### config.mk
export PLATFORM = sky130hd
export DESIGN_NAME = gate_selftest
export DESIGN_NICKNAME = d
export VERILOG_FILES = /design/src/rtl/gate_selftest.sv
export SDC_FILE = /design/constraint.sdc
export NUM_CORES = 1
export LEC_CHECK = 0
export BUFFER_PORTS_ARGS = -buffer_cell sky130_fd_sc_hd__buf_2
export CORE_MARGIN = 5
export CORE_UTILIZATION = 54
export CTS_CLUSTER_SIZE = 12
export DETAILED_ROUTE_END_ITERATION = 7
export GPL_TIMING_DRIVEN = 0
export HOLD_SLACK_MARGIN = 0.05
export PLACE_DENSITY_LB_ADDON = 0.25
export SYNTH_ARGS = -nofsm -noshare
export SYNTH_HDL_FRONTEND = slang
export SYNTH_SLANG_ARGS = --single-unit
### constraint.sdc
create_clock -name clk -period 4 [get_ports clk]
set_clock_uncertainty 0.1 [all_clocks]
set_input_delay 0.4 -clock clk [delete_from_list [all_inputs] [get_ports clk]]
set_output_delay 0.4 -clock clk [all_outputs]
set_load 0.01 [all_outputs]
### src/rtl/gate_selftest.sv
// gate_selftest: on-chip response checker for a two-input basic-gate block.
// Drives the four {a,b} vectors in order 00,01,10,11, holds each for SETTLE
// cycles, then compares the six gate responses against the truth table.
//
// Ports:
//   clk, rst              rising-edge clock, synchronous active-high reset
//   start                 begin a run (honoured in IDLE or DONE only)
//   a, b                  stimulus to the gate block (a is the vector MSB)
//   p,q,r,s,t,u           responses: AND, OR, XOR, NAND, NOR, XNOR
//   busy, done, pass      run status; pass = done && err_cnt == 0
//   err_cnt               number of failing vectors (saturating)
//   fail_vec, fail_mask   {a,b} and {p..u} mismatch bits of the first failure
module gate_selftest #(
  parameter int SETTLE = 1,
  parameter int ERR_W  = 3
) (
  input  logic             clk,
  input  logic             rst,
  input  logic             start,
  output logic             a,
  output logic             b,
  input  logic             p,
  input  logic             q,
  input  logic             r,
  input  logic             s,
  input  logic             t,
  input  logic             u,
  output logic             busy,
  output logic             done,
  output logic             pass,
  output logic [ERR_W-1:0] err_cnt,
  output logic [1:0]       fail_vec,
  output logic [5:0]       fail_mask
);

  localparam int CW = (SETTLE > 1) ? $clog2(SETTLE) : 1;
  localparam logic [CW-1:0] CNT_LAST = CW'(SETTLE - 1);

  typedef enum logic [1:0] {IDLE, RUN, DONE} state_t;

  state_t           state_q;
  logic [1:0]       vec_q;     // vector index; also the driven {a,b}
  logic [CW-1:0]    cnt_q;     // settle counter within the current vector
  logic             busy_q, done_q, pass_q;
  logic [ERR_W-1:0] err_q;
  logic [1:0]       fvec_q;
  logic [5:0]       fmask_q;

  logic             va, vb;
  logic [5:0]       exp_d, mask_d;
  logic [ERR_W-1:0] err_d;
  logic             fail_d, first_d;

  // Responses are combinational on the driven vector, so compare directly.
  always_comb begin
    va      = vec_q[1];
    vb      = vec_q[0];
    exp_d   = {va & vb, va | vb, va ^ vb, ~(va & vb), ~(va | vb), ~(va ^ vb)};
    mask_d  = exp_d ^ {p, q, r, s, t, u};
    fail_d  = |mask_d;
    // err_cnt never returns to 0 within a run (saturates), so zero means
    // no failure has been recorded yet.
    first_d = fail_d && (err_q == '0);
    err_d   = err_q;
    if (fail_d && !(&err_q)) err_d = err_q + 1'b1;
  end

  always_ff @(posedge clk) begin
    if (rst) begin
      state_q <= IDLE;
      vec_q   <= 2'b00;
      cnt_q   <= '0;
      busy_q  <= 1'b0;
      done_q  <= 1'b0;
      pass_q  <= 1'b0;
      err_q   <= '0;
      fvec_q  <= 2'b00;
      fmask_q <= 6'b0;
    end else begin
      case (state_q)
        IDLE, DONE: begin
          if (start) begin
            state_q <= RUN;
            vec_q   <= 2'b00;
            cnt_q   <= '0;
            busy_q  <= 1'b1;
            done_q  <= 1'b0;
            pass_q  <= 1'b0;
            err_q   <= '0;
            fvec_q  <= 2'b00;
            fmask_q <= 6'b0;
          end
        end
        RUN: begin
          if (cnt_q == CNT_LAST) begin
            // Sampling edge: record this vector, launch the next one.
            cnt_q <= '0;
            err_q <= err_d;
            if (first_d) begin
              fvec_q  <= vec_q;
              fmask_q <= mask_d;
            end
            if (vec_q == 2'b11) begin
              state_q <= DONE;
              vec_q   <= 2'b00;
              busy_q  <= 1'b0;
              done_q  <= 1'b1;
              pass_q  <= (err_d == '0);
            end else begin
              vec_q <= vec_q + 2'b01;
            end
          end else begin
            cnt_q <= cnt_q + 1'b1;
          end
        end
        default: state_q <= IDLE;
      endcase
    end
  end

  assign a         = vec_q[1];
  assign b         = vec_q[0];
  assign busy      = busy_q;
  assign done      = done_q;
  assign pass      = pass_q;
  assign err_cnt   = err_q;
  assign fail_vec  = fvec_q;
  assign fail_mask = fmask_q;

endmodule

==> impl_metrics.toml, run 1 <==
[routing]
drc = 0
routed_wl_um = 1970
avgRoutedWirePerCell_um = 13.1
vias_per_cell = 5.39
drtIter0Drc = 8
drt-pass1-iter-count = 4
ant_nets = 0
via_count = 809

[logic_synthesis]
synthesis.nets = 120
synthXorXnorAreaFrac_pct = 5.74
synth_simple_gate_area_share_pct = 25.4
netlist-cell-type-count = 24
synthCells = 106
ys_seq_area_share_pct = 39.3
synth_compound_area_share_pct = 7.51
syn_area_per_cell_um2 = 8.64
netlist_area_um2 = 916
synth_top_family_by_area = "simple AND/OR/NAND/NOR gates"
synthMuxAreaShare_pct = 11.1
synth_fa_ha_area_share_pct = 6.83
ys_warn_count = 0
synth_seq_cells = 18

[final_layout]
layout_common_cells = "nor2_1, buf_2, dfxtp_1"
final_layout_size_suffix_gt1_share_pct = 25.4
antenna_cells = 0
finalNetCount = 149
area_delta_synth_final_pct = 19.3
fin_cells = 150

[timing]
fin_crit_sh_pct = 65.2
slew_headroom_pct = 39.3
fin_setup_tns_ns = 0
worst_hold_slack_ns = 0.282
finalCriticalPeriod_ns = 2.61
max_freq_mhz = 383
rsz0062_at_grt = "false"
setup_viol = 0
worst_pin_slew_ns = 0.900
maxSlewViolCount = 0
hold_viol_final = 0

[run]
drv_cap = 0

[power_and_ir_drop]
power_uw = 376
p_per_area_nw_per_um2 = 344
internal-power_uw = 274
p_switching_uw = 102
clock_power_share_pct = 29.7
ir_drop_uv = 216
p_sw_share_pct = 27.1
power_frac_seq_pct = 50.9
comb_power_share_pct = 19.5
p_leak_nw = 0.523

[placement]
place_congestion = 0.757
dp_hpwl_um = 1500
port-buffer-count = 23
dp.cells = 145

[grt]
grt_pass1_vias = 795
antenna_found_initial = 0
grt_overflow_total = 0
grt_usage_pct = 17.4
grt_max_degree = 11
grt_pass1_wl_um = 3430

[clock_tree]
clk_pin_slew_ns = 0.10
clkLatencyLatePin_ns = 0.29
tritoncts = "built"
cts_hold_buffers = 0
cts-root-buf = "clkbuf_4"
cts_sinks = 18
cts_setup_buffers = 0
ctsResizeCount = 0
cts-buffers-inserted = 3
htreeDepth = 1
max-clock-path-buffers = 2

[die]
dieArea_um2 = 2620
initial_core_util_pct = 58.7
die_w_um = 51.2
num_rows = 14
io-pin-count = 25
die_y_um = 51.2
core_um2 = 1560

[critical_path]
crit_chain = "inv_1 > ha_1 > or3b_2 > a222oi_1 > o41ai_2 > clkbuf_2 > mux2i_1 > nor2_1"
cp_max_fo = 6
worstPathRequired_ns = 4.08
start_kind = "flip-flop"
setup.worst_path.end_class = "flip-flop"
arrival_ns = 2.69
slowest_stage = "or3b_2"
slowest_delay_ns = 0.47
path_class = "flip-flop to flip-flop"
r2r_setup_slack_ns = 1.39

[status]
outcome = "completed"

[worst_hold_path]
holdCritPathClass = "input pin to flip-flop"
registers in the layout (all words and copies together), names as in the netlist:
name	flops
busy	1
done	1
pass	1
fail_vec	2
vec_q	2
err_cnt	3
state_q	2
fail_mask	6
logic make-up (layout without fill, tap and decap cells):
family                   count (synthesis)  count (layout)
AO/OA/AOI/OAI                           10              10
adder cells (fa/ha/maj)                  5               5
multiplexers                            10              10
buffers and inverters                   10              38
flip-flops                              18              18
XOR/XNOR                                 6               6
AND/OR/NAND/NOR                         47              47
layout make-up:
type                    instances  area, µm²
clock buffers                   4       36.3
repair buffers                 24        120
multi-input cells              78        518
flip-flops and latches         18        360
inverters                       6       22.5
well taps                      16       20.0
fillers                       134        467
plain buffers                   4       15.0
stage by stage:
step	utilization, %	area, µm²	setup WS, ns
after floorplan	-	916	1.59
after global placement	67.4	1050	1.39
after detailed placement	67.4	1050	1.33
after CTS	69.7	1090	1.27
after global routing	70.1	1090	1.13
final	70.1	1090	1.39
layer usage:
layer	track usage, %	share of wire (%)	vias up
li1	-	-	414
met1	18.6	42	370
met2	32.4	52	19
met3	3.78	4.8	6
met4	8.07	1.6	0
met5	0	0	-
worst paths after layout:
check | end | from | depth (start not counted)
hold reg to reg | done | done | 2
hold / removal | state_q[1] | start | 3
setup / recovery | fail_vec[1] | vec_q[1] | 8
setup reg to reg | fail_vec[1] | vec_q[1] | 8
power by group through the flow:
stage	registers, mW	clock network [mW]	logic, mW
3_3_place_gp	0.195	0	0.0705
6_report	0.191	0.111	0.0731
4_1_cts	0.191	0.115	0.0738
2_1_floorplan	0.198	0	0.0482
5_1_grt	0.193	0.128	0.0816
3_5_place_dp	0.195	0	0.0731
cells in the mapped netlist:
library cell   n  area [µm²]
nand3b_1       4        30.0
clkbuf_1       3        11.3
nor2b_1        1        6.26
o41ai_2        1        16.3
or3b_2         4        35.0
a21oi_1        6        30.0
mux2i_1        9        90.1
a222oi_1       1        10.0
dfxtp_1       18         360
o21ai_0        1        5.00
or3_1          1        6.26
nor2_1        23        86.3
mux2_2         1        11.3
nand2b_1       2        12.5
xnor2_1        3        26.3
inv_1          6        22.5
ha_1           5        62.6
xor2_1         3        26.3
buf_1          1        3.75
nand3_1        1        5.00
nand4b_1       1        8.76
nor3_1         4        20.0
o31ai_1        1        7.51
nand2_1        6        22.5
worst max-delay path, delay by kind of cell (launching register included):
family	cells	cell delay [ns]
AND/OR/NAND/NOR	2	0.53
adder cells (fa/ha/maj)	1	0.37
buffers and inverters	2	0.29
flip-flops	1	0.39
AO/OA/AOI/OAI	2	0.66
multiplexers	1	0.15
No activity file was read; power rests on OpenSTA's default activity.
==> run 2: changes to the inputs <==
ABC_AREA = 1   (was default)
CORE_UTILIZATION = 51   (was 54)
clock period = 2.75 ns   (was 4 ns; I/O delays follow)
==> impl_metrics.toml, run 2 <==
[worst_hold_path]
whs_path_depth = 2
holdCritPathClass = "input pin to flip-flop"
hp-start = "rst"
holdPathEnd = "pass"

[critical_path]
slowest_stage = "dfxtp_1"
rr_startpoint = "vec_q[0]"
arrival_ns = 2.04
reg2regPathDepth = 12
cp_max_fo = 9
slowest_delay_ns = 0.41
r2r_setup_slack_ns = 0.80
worstPathRequired_ns = 2.84
path_class = "flip-flop to flip-flop"
setup.worst_path.end_class = "flip-flop"
cp_num_buf_inv = 3
crit_chain = "inv_1 > ha_1 > inv_2 > nand2_1 > nand2_2 > nor2_4 > nand3_4 > nand3_2 > nand2_4 > clkinv_4 > a21oi_1 > nor2_1"
worstReg2RegEnd = "fail_mask[3]"
start_kind = "flip-flop"
crit_family = "simple AND/OR/NAND/NOR gates"

[timing]
slew_headroom_pct = 84.1
worst_pin_slew_ns = 0.238
setup_viol = 0
fin_crit_sh_pct = 70.9
rsz0062_at_grt = "false"
fin_setup_tns_ns = 0
max_freq_mhz = 513
finalWorstSetupSlack_ns = 0.801
hold_viol_final = 0
worst_hold_slack_ns = 0.110
maxSlewViolCount = 0
finalCriticalPeriod_ns = 1.95

[clock_tree]
ctsResizeCount = 0
cts_setup_buffers = 0
tritoncts = "built"
clk_pin_slew_ns = 0.10
cts_sinks = 18
max-clock-path-buffers = 2
htreeDepth = 1
clkLatencyLatePin_ns = 0.29
cts-buffers-inserted = 3
cts_hold_buffers = 0
cts-root-buf = "clkbuf_4"

[status]
outcome = "completed"

[final_layout]
final_common_cell = "nand2_1"
final_cell_area_um2 = 1190
area_delta_synth_final_pct = 18.5
final_layout_size_suffix_gt1_share_pct = 33.1
antenna_cells = 0
n_fill_cell = 195
finalNetCount = 178
utilization_pct = 61.8
largest_register_ff_count = 6
layout_common_cells = "nand2_1, buf_2, dfxtp_1"

[routing]
drc = 0
ant_nets = 0
avgRoutedWirePerCell_um = 11.3
drt-pass1-iter-count = 5
vias_per_cell = 4.89
drtIter0Drc = 9
via_count = 930
routed_wl_um = 2150

[placement]
port-buffer-count = 23
dp_slack_ns = 0.836
post_dp_cell_area_um2 = 1150
place_congestion = 0.821
dp_hpwl_um = 1710

[die]
die_w_um = 54.4
die_y_um = 54.4
num_rows = 16
dieArea_um2 = 2950
core_um2 = 1920
initial_core_util_pct = 52.2
io-pin-count = 25

[logic_synthesis]
synthTopCellsByCount = "nand2_1, dfxtp_1, a21oi_1"
yosysMostFrequentCell = "nand2_1"
ys_warn_count = 0
synth_edf_count = 0
netlist-cell-type-count = 22
async_reset_ff_share_pct = 0
synth_top_area_share_pct = 35.9
netlist_area_um2 = 1000
synth_top_cell_by_area = "dfxtp_1"
synthesis.nets = 150
ys_seq_area_share_pct = 35.9
synth.top_cells.by_area = "dfxtp_1, nand2_1, a21oi_1, ha_1, inv_1"
syn_area_per_cell_um2 = 7.38
synth_seq_cells = 18
synthCells = 136
synthFlopType = "dfxtp_1"

[power_and_ir_drop]
ir_drop_uv = 461
p_leak_nw = 0.597
p_per_area_nw_per_um2 = 516

[grt]
antenna_found_initial = 0
grt_max_degree = 11
grt_overflow_total = 0
grt_usage_pct = 17.2
grt_pass1_vias = 876
grt_pass1_wl_um = 3680

[run]
drv_cap = 0
run 2: cell types whose count changed in the layout (fill, tap and decap cells not counted), moves of 4 or more:
cell / delta
inv_1: +8
a21oi_1: +11
nand3b_1: -4
nor2_1: -11
inv_2: +5
nand2_1: +23
nand2_2: +8
o21ai_1: +8
mux2i_1: -9
or3b_2: -4
run 2: layer usage:
layer | vias up | part of all wire, % | track usage (%)
met5 | - | 0 | 0
met4 | 0 | 1.5 | 7.05
met3 | 4 | 6.2 | 5.18
met2 | 29 | 51 | 29.1
met1 | 415 | 42 | 19.9
li1 | 482 | - | -
run 2: power by group:
part           switching, mW  internal, mW
clock                 0.0829        0.0806
combinational          0.100        0.0584
sequential            0.0114         0.279
run 2: area by class of cell:
type / instances / area, µm² / area share [%]
well taps: 27 / 33.8 / 2.84
repair buffers: 23 / 115 / 9.68
flip-flops and latches: 18 / 360 / 30.3
multi-input cells: 96 / 551 / 46.3
plain buffers: 2 / 12.5 / 1.05
clock buffers: 4 / 36.3 / 3.05
inverters: 20 / 80.1 / 6.74
run 2: worst reg2reg max path, cell delays in order, from the launching register on:
cell and delay [ns]:
dfxtp_1 0.41, inv_1 0.10, ha_1 0.35, inv_2 0.08, nand2_1 0.05, nand2_2 0.10
nor2_4 0.04, nand3_4 0.10, nand3_2 0.09, nand2_4 0.14, clkinv_4 0.10, a21oi_1 0.14
nor2_1 0.06
run 2: per-stage QoR:
stage	cells	power (mW)
floorplan	136	0.411
global placement	186	0.450
detailed placement	186	0.455
CTS	190	0.618
global route	190	0.652
finish	190	0.613
run 2: worst max-delay path by stage:
stage | from | endpoint | slack, ns | cells past startpoint
floorplan | vec_q[1] | fail_mask[0] | 0.97 | 12
global placement | vec_q[1] | fail_mask[5] | 0.85 | 12
detailed placement | vec_q[1] | fail_mask[2] | 0.84 | 12
CTS | vec_q[0] | fail_mask[2] | 0.81 | 12
global route | vec_q[1] | fail_mask[2] | 0.62 | 12
finish | vec_q[0] | fail_mask[3] | 0.80 | 12
run 2: kinds of logic after synthesis:
| family | after synthesis | share of synthesized area [%] |
|---|---|---|
| simple gates | 64 | 34.8 |
| compound gates | 27 | 13.8 |
| buf+inv | 22 | 9.23 |
| flops | 18 | 35.9 |
| fa+ha+maj | 5 | 6.23 |
